===== src/rtl/regfile_scoreboard.sv =====
// regfile_scoreboard: parametrised 2-read/1-write register file with a per-register
// busy scoreboard. Decode uses the busy bits for RAW-hazard stall decisions.
// Register 0 is hardwired to zero and is never marked busy.
// Build option: define RF_BYPASS_EN to forward same-cycle write-back data (and the
// resulting busy bit) to the read ports; otherwise reads return pre-edge state.
module regfile_scoreboard #(
    parameter int DATA_W = 16,
    parameter int ADDR_W = 4
) (
    input  logic              clk,
    input  logic              rst,
    input  logic [ADDR_W-1:0] rd_addr1,
    input  logic [ADDR_W-1:0] rd_addr2,
    output logic [DATA_W-1:0] rd_data1,
    output logic [DATA_W-1:0] rd_data2,
    output logic              rd_busy1,
    output logic              rd_busy2,
    input  logic              wr_en,
    input  logic [ADDR_W-1:0] wr_addr,
    input  logic [DATA_W-1:0] wr_data,
    input  logic              alloc_en,
    input  logic [ADDR_W-1:0] alloc_addr,
    output logic [ADDR_W:0]   busy_cnt
);
    localparam int NREGS = 2 ** ADDR_W;

    logic [DATA_W-1:0] regs [NREGS];
    logic [NREGS-1:0]  busy;
    logic [NREGS-1:0]  busy_nxt;
    logic [ADDR_W:0]   cnt_nxt;
    logic              wr_hit;
    logic              alloc_hit;

    // Writes and allocations to register 0 are no-ops.
    assign wr_hit    = wr_en && (wr_addr != '0);
    assign alloc_hit = alloc_en && (alloc_addr != '0);

    // Next-state scoreboard: write-back clears, issue sets; a same-cycle issue wins.
    always_comb begin
        // NOTE: default assigned first so every path drives busy_nxt; a missing default infers a latch.
        busy_nxt = busy;
        if (wr_hit) begin
            busy_nxt[wr_addr] = 1'b0;
        end
        if (alloc_hit) begin
            busy_nxt[alloc_addr] = 1'b1;
        end
    end

    // Population count of the next-state busy vector.
    always_comb begin
        cnt_nxt = '0;
        for (int i = 0; i < NREGS; i++) begin
            cnt_nxt = cnt_nxt + {{ADDR_W{1'b0}}, busy_nxt[i]};
        end
    end

    // State update: register array, scoreboard and registered busy count; rst dominates.
    always_ff @(posedge clk) begin
        if (rst) begin
            // NOTE: the array is reset (flops, not a RAM macro) because every register must read 0 after reset.
            for (int i = 0; i < NREGS; i++) begin
                regs[i] <= '0;
            end
            busy     <= '0;
            busy_cnt <= '0;
        end else begin
            // NOTE: non-blocking so every update in this block sees pre-edge values.
            if (wr_hit) begin
                regs[wr_addr] <= wr_data;
            end
            busy     <= busy_nxt;
            busy_cnt <= cnt_nxt;
        end
    end

    // Read port 1: combinational from state, optional write-back forwarding, r0 forced to zero.
    always_comb begin
        rd_data1 = regs[rd_addr1];
        rd_busy1 = busy[rd_addr1];
`ifdef RF_BYPASS_EN
        if (wr_hit && (wr_addr == rd_addr1)) begin
            rd_data1 = wr_data;
            rd_busy1 = alloc_hit && (alloc_addr == rd_addr1);
        end
`else
        // Same-cycle reads of the register being written see the old data and busy bit.
`endif
        if (rd_addr1 == '0) begin
            rd_data1 = '0;
            rd_busy1 = 1'b0;
        end
    end

    // Read port 2: same behaviour as read port 1.
    always_comb begin
        rd_data2 = regs[rd_addr2];
        rd_busy2 = busy[rd_addr2];
`ifdef RF_BYPASS_EN
        if (wr_hit && (wr_addr == rd_addr2)) begin
            rd_data2 = wr_data;
            rd_busy2 = alloc_hit && (alloc_addr == rd_addr2);
        end
`else
        // Same-cycle reads of the register being written see the old data and busy bit.
`endif
        if (rd_addr2 == '0) begin
            rd_data2 = '0;
            rd_busy2 = 1'b0;
        end
    end

endmodule


===== config.mk =====
export PLATFORM = sky130hd
export DESIGN_NAME = regfile_scoreboard
export DESIGN_NICKNAME = d
export VERILOG_FILES = /design/src/rtl/regfile_scoreboard.sv
export SDC_FILE = /design/constraint.sdc
export NUM_CORES = 1
export LEC_CHECK = 0
export CAP_MARGIN = 10
export CORE_UTILIZATION = 30
export CTS_BUF_LIST = sky130_fd_sc_hd__clkbuf_4
export DETAILED_ROUTE_END_ITERATION = 8
export HOLD_SLACK_MARGIN = 0.05
export PLACE_DENSITY = 0.49
export SETUP_SLACK_MARGIN = 0.15
export SKIP_CTS_REPAIR_TIMING = 1
export SYNTH_ARGS = -nofsm -noshare
export SYNTH_HDL_FRONTEND = slang
export SYNTH_SLANG_ARGS = --single-unit

===== constraint.sdc =====
create_clock -name clk -period 6.07 [get_ports clk]
set_input_delay 1.214 -clock clk [delete_from_list [all_inputs] [get_ports clk]]
set_output_delay 1.214 -clock clk [all_outputs]
set_load 0.01 [all_outputs]

==> reports/qor.yml, run 1 <==
status:
  status: "finished, final reports clean"
power_and_ir_drop:
  intPower_mw: 3.205
  netSwitchingPower_mw: 1.187
  pwr-share-comb_pct: 14.5
  p_per_area_nw_per_um2: 260.6
  pwr-share-clk_pct: 37.0
  ir_drop_uv: 85.70
  p_sw_share_pct: 27.03
  seq_power_share_pct: 48.5
  cellLeakagePower_nw: 6.079
sta:
  rsz0062_at_grt: "false"
  period_needed_ns: 5.129
  final-hold-violation-count: 0
  setup-violations-final: 0
  finClkSkew_ns: 0.04453
  slew-limit-headroom_pct: 28.03
  finalWorstSetupSlack_ns: 0.9412
  worst_pin_slew_ns: 1.078
  finalSetupTns_ns: 0
  max_freq_mhz: 195.0
  period_share_pct: 84.49
  drv_slew: 0
placed_design:
  place_congestion: 0.8764
  port_buffers: 74
  hpwl_um: 29730
  dp_slack_ns: 0.4062
  dp.cells: 1718
  dpl_cell_area_um2: 15930
global_routing:
  grt_usage_pct: 19.16
  grt_max_degree: 40
  gr-total-overflow: 0
  grt_pass1_vias: 9798
  grt_antenna_before_repair: 5
  grt_pass1_wl_um: 68050
clock_network:
  clk_pin_slew_ns: 0.06
  cts_buffers: 73
  cts_sinks: 262
  clock_latency_ns: 0.72
  cts_tree: "built"
  cts_root_buf: "clkbuf_4"
  clockBufferDepth: 3
  ctsHtreeMaxLevel: 3
floorplanning:
  die_area_um2: 49620
  initial_core_util_pct: 30.49
  num_rows: 80
  ios: 75
  die_h_um: 222.8
  die_width_um: 222.8
  core-area_um2: 47950
worst_hold_path:
  holdCritPathClass: "register to register"
drt:
  postRouteAntennaNets: 0
  drt-pass1-iter-count: 5
  routedWlPerCell_um: 25.61
  dr.first_iter.drc_count: 875
  vias_per_cell: 5.241
  totalWireLength_um: 47350
  drc: 0
  vias: 9690
finish:
  area_growth_pct: 15.28
  mostFrequentLayoutCell: "and2_1"
  fin_cells: 1849
  layout_common_cells: "and2_1, edfxtp_1, clkbuf_4"
  drive_gt1_share_pct: 25.35
  fin_area_um2: 16850
  finalNetCount: 1229
critical_path:
  cp.required_ns: 4.86
  critPathCaptureType: "primary output"
  worstPathMaxFanout: 12
  start_kind: "input port"
  worstPathArrival_ns: 3.91
  critPathKind: "input port to primary output"
synthesis:
  syn-cell-area_um2: 14620
  synth-edff-count: 241
  ys_seq_area_share_pct: 52.37
  synthFlopType: "edfxtp_1"
  syn_nets: 1132
  yosys_register_bits: 262
  syn_inst: 1081
  avgSynthCellArea_um2: 13.52
  ys_types: 48
  async_flop_share_pct: 0
  yosys_warnings: 0
job:
  max_cap_violations: 0
power groups by stage:
stage	combinational, mW	clock [mW]	sequential, mW
finish	0.636	1.63	2.13
detailed placement	0.637	0	2.17
CTS	0.639	1.67	2.13
global route	0.676	1.75	2.14
global placement	0.637	0	2.16
floorplan	0.378	0	2.15
synthesized netlist by cell type (3+ instances only):
| cell | count | area, µm² |
|---|---|---|
| dfxtp_1 | 21 | 420.4 |
| a32oi_1 | 3 | 26.28 |
| a211oi_1 | 16 | 120.1 |
| mux2_2 | 66 | 743.2 |
| buf_4 | 11 | 82.58 |
| a22o_1 | 3 | 26.28 |
| and2_1 | 242 | 1514 |
| mux4_1 | 4 | 105.1 |
| a221oi_1 | 24 | 210.2 |
| buf_6 | 5 | 56.30 |
| edfxtp_1 | 241 | 7237 |
| nor2b_1 | 14 | 87.58 |
| a31oi_1 | 9 | 56.30 |
| clkbuf_1 | 48 | 180.2 |
| a22oi_1 | 12 | 90.09 |
| nor2_1 | 28 | 105.1 |
| nand3b_1 | 4 | 30.03 |
| and3b_1 | 3 | 26.28 |
| nor3_1 | 3 | 15.01 |
| inv_1 | 17 | 63.81 |
| a32o_1 | 3 | 30.03 |
| ha_1 | 5 | 62.56 |
| buf_2 | 20 | 100.1 |
| buf_1 | 4 | 15.01 |
| and3_1 | 3 | 18.77 |
| mux2i_1 | 59 | 590.6 |
| mux4_2 | 66 | 1486 |
| o22ai_1 | 17 | 106.4 |
| nand2b_1 | 26 | 162.7 |
| buf_12 | 5 | 100.1 |
| nand2_1 | 32 | 120.1 |
| fa_1 | 10 | 200.2 |
| a221o_1 | 16 | 160.2 |
| nor3b_1 | 4 | 30.03 |
| a21oi_1 | 20 | 100.1 |
routing by layer:
| layer | share of wire, % | wire, µm | track usage [%] |
|---|---|---|---|
| met5 | 0.025 | 12 | 0 |
| met4 | 2.3 | 1093 | 6.897 |
| met3 | 6.4 | 3050 | 4.298 |
| met2 | 47 | 22260 | 30.97 |
| met1 | 44 | 20930 | 25.14 |
flip-flops by register name, summed over array words and instances, names as in the netlist:
name	count
busy	16
busy_cnt	5
regs	241
critical path, cell delays in order:
cell             delay, ns
clkdlybuf4s50_1       0.52
buf_4                 0.26
and3b_1               0.36
a221o_1               0.48
a31oi_1               0.43
clkdlybuf4s50_1       0.64
logic make-up (layout without fill, tap and decap cells):
family / count (synthesis) / count (layout) / share of synthesized area (%)
adders and majority gates: 15 / 15 / 1.797
AOI/OAI and AO/OA: 126 / 126 / 6.478
DFF: 262 / 262 / 52.37
and+or+nand+nor: 368 / 368 / 14.90
muxes: 195 / 195 / 20.01
xor gates and xnor gates: 2 / 2 / 0.1198
buffers and inverters: 112 / 262 / 4.296
other: 1 / 4 / 0.02565
final cells by class:
cell class | instances | area, µm²
fill | 4635 | 31090
clock inverter | 22 | 120.1
tap | 615 | 769.5
multi-input combinational | 707 | 6376
clock buffer | 106 | 795.8
sequential | 262 | 7657
inverter | 17 | 63.81
timing repair buffer | 117 | 1064
antenna | 3 | 7.507
worst paths after layout:
kind          startpoint          end  slack (ns)  cells after the start
max reg2reg     busy[11]  busy_cnt[4]        2.27                     14
min reg2reg      busy[0]      busy[0]        0.49                      2
min              busy[0]      busy[0]        0.49                      2
max          rd_addr1[2]  rd_data1[6]        0.94                      6
through the flow:
step | hold slack (ns) | util (%) | total power [mW]
after detailed placement | 0.4859 | 33.23 | 2.803
after global placement | 0.4880 | 33.23 | 2.802
final | 0.4938 | 35.15 | 4.393
after CTS | 0.4961 | 35.14 | 4.440
after global routing | 0.5253 | 35.15 | 4.569
after floorplan | 0.4536 | - | 2.524
Note: power is estimated with default switching activity, not from simulation.
==> run 2: changes to the inputs <==
==> constraint.sdc (replaced) <==
create_clock -name clk -period 5.31 [get_ports clk]
set_input_delay 1.062 -clock clk [delete_from_list [all_inputs] [get_ports clk]]
set_output_delay 1.062 -clock clk [all_outputs]
set_load 0.01 [all_outputs]
==> run 2 against run 1 <==
  * Register-to-register slack lost 0.80 ns
  * Sequential share of layout area down 0.54 points
  * Power up 14%
  * Via count is 0.30% higher
  * Combinational power up 15%
  * First-iteration DRC count down 9.4%
  * Critical endpoint is now rd_data1[14]
==> reports/qor.yml, run 2 (synthesized netlist as in run 1, its figures left out) <==
status:
  status: "finished, final reports clean"  # unchanged
clock_network:
  cts_buffers: 74  # was 73
  cts_sinks: 262  # unchanged
  cts_tree: "built"  # unchanged
  clock_latency_ns: 0.71  # was 0.72 ns
  clk_pin_slew_ns: 0.05  # was 0.06 ns
  ctsHtreeMaxLevel: 3  # unchanged
  clockBufferDepth: 3  # unchanged
  cts_root_buf: "clkbuf_4"  # unchanged
placed_design:
  hpwl_um: 30760  # was 29730 µm
  dp.cells: 1749  # was 1718
  port_buffers: 74  # unchanged
  place_congestion: 0.8667  # was 0.8764
  dp_slack_ns: -0.08637  # was 0.4062 ns
power_and_ir_drop:
  cellLeakagePower_nw: 6.231  # was 6.079 nW
  p_per_area_nw_per_um2: 292.8  # was 260.6 nW/µm²
  ir_drop_uv: 95.92  # was 85.70 µV
sta:
  finalWorstSetupSlack_ns: 0.5984  # was 0.9412 ns
  worst_pin_slew_ns: 1.123  # was 1.078 ns
  finalSetupTns_ns: 0  # unchanged
  final-hold-violation-count: 0  # unchanged
  period_needed_ns: 4.712
  max_freq_mhz: 212.2
  period_share_pct: 88.73
  slew-limit-headroom_pct: 25.16  # was 28.03%
  rsz0062_at_grt: "false"  # unchanged
  setup-violations-final: 0  # unchanged
  finClkSkew_ns: 0.01094  # was 0.04453 ns
  drv_slew: 0  # unchanged
finish:
  area_growth_pct: 16.65  # was 15.28%
  finalNetCount: 1261  # was 1229
  layout_common_cells: "and2_1, edfxtp_1, clkbuf_4"  # unchanged
  largest_reg_flops: 241  # unchanged
  fin_cells: 1881  # was 1849
  drive_gt1_share_pct: 26.86  # was 25.35%
  largestRegisters: "regs x241, busy x16, busy_cnt x5"  # unchanged
  mostFrequentLayoutCell: "and2_1"  # unchanged
  regMostFlops: "regs"  # unchanged
  postLayoutCoreUtil_pct: 35.57  # was 35.15%
drt:
  vias_per_cell: 5.167  # was 5.241
  drt-pass1-iter-count: 5  # unchanged
  drc: 0  # unchanged
  routedWlPerCell_um: 25.23  # was 25.61 µm
  vias: 9719  # was 9690
  dr.first_iter.drc_count: 793  # was 875
  totalWireLength_um: 47460  # was 47350 µm
  postRouteAntennaNets: 0  # unchanged
critical_path:
  cpMostUsedCell: "clkdlybuf4s50_1"  # unchanged
  crit_path_max_incr_delay_ns: 0.63  # was 0.64 ns
  cp_slowest_cell: "clkdlybuf4s50_1"  # unchanged
  start_kind: "input port"  # unchanged
  worstPathArrival_ns: 3.65  # was 3.91 ns
  worstPathMaxFanout: 19  # was 12
  critPathCaptureType: "primary output"  # unchanged
  cp.required_ns: 4.25  # was 4.86 ns
  regToRegSetupSlack_ns: 1.47  # was 2.27 ns
  critPathKind: "input port to primary output"  # unchanged
  path_cells: "clkdlybuf4s50_1, buf_4, mux4_2, nand2_1, and3_1, nor3_1, clkdlybuf4s50_1"  # was clkdlybuf4s50_1, buf_4, and3b_1, a221o_1, a31oi_1, clkdlybuf4s50_1
global_routing:
  grt_antenna_before_repair: 3  # was 5
  grt_usage_pct: 19.29  # was 19.16%
  gr-total-overflow: 0  # unchanged
  grt_pass1_wl_um: 68900  # was 68050 µm
  grt_pass1_vias: 10030  # was 9798
  grt_max_degree: 31  # was 40
floorplanning:
  num_rows: 80  # unchanged
  ios: 75  # unchanged
  die_h_um: 222.8  # unchanged
  die_area_um2: 49620  # unchanged
  initial_core_util_pct: 30.49  # unchanged
  core-area_um2: 47950  # unchanged
  die_width_um: 222.8  # unchanged
job:
  max_cap_violations: 0  # unchanged
worst_hold_path:
  holdCritPathClass: "register to register"  # unchanged
run 2: final cells by class:
class | count | area (µm²)
Clock inverter | 16 | 67.56
Tap cell | 615 | 769.5
Timing Repair Buffer | 148 | 1296
Multi-Input combinational cell | 707 | 6350
Inverter | 17 | 63.81
Clock buffer | 112 | 840.8
Antenna cell | 4 | 10.01
Sequential cell | 262 | 7657
Fill cell | 4648 | 30890
run 2: worst paths after layout:
path                                   from           end  depth (start not counted)
worst min-delay path                busy[0]       busy[0]                          2
worst max register to register     busy[11]   busy_cnt[4]                         14
worst min register to register      busy[0]       busy[0]                          2
worst max-delay path            rd_addr1[2]  rd_data1[14]                          7
run 2: layer usage:
metal | GRT usage (%) | part of all wire (%) | up-vias
met5 | 0 | 0.027 | -
met4 | 6.607 | 2.2 | 2
met3 | 3.465 | 5.0 | 82
met2 | 32.29 | 49 | 320
met1 | 25.03 | 44 | 4945
li1 | - | - | 4370
run 2: metrics by stage:
| stage | instance area, µm² | hold WS [ns] | total power, mW |
|---|---|---|---|
| floorplan | 14620 | 0.4536 | 2.885 |
| global placement | 16140 | 0.4853 | 3.211 |
| detailed placement | 16140 | 0.4813 | 3.215 |
| CTS | 17050 | 0.4930 | 5.059 |
| global route | 17050 | 0.5330 | 5.215 |
| finish | 17060 | 0.4890 | 4.994 |
run 2: power by group:
group          total, mW  internal, mW  leakage [nW]  switching, mW
logic              0.734         0.333          3.21          0.401
clock network       1.83         0.956         0.546          0.869
registers           2.43          2.37          2.48         0.0608
total               4.99          3.66          6.23           1.33
run 2: worst max-delay path: cells and delay by family:
family        cells  cell delay (ns)
mux               1             0.26
simple gates      3             0.66
buf+inv           3             1.65
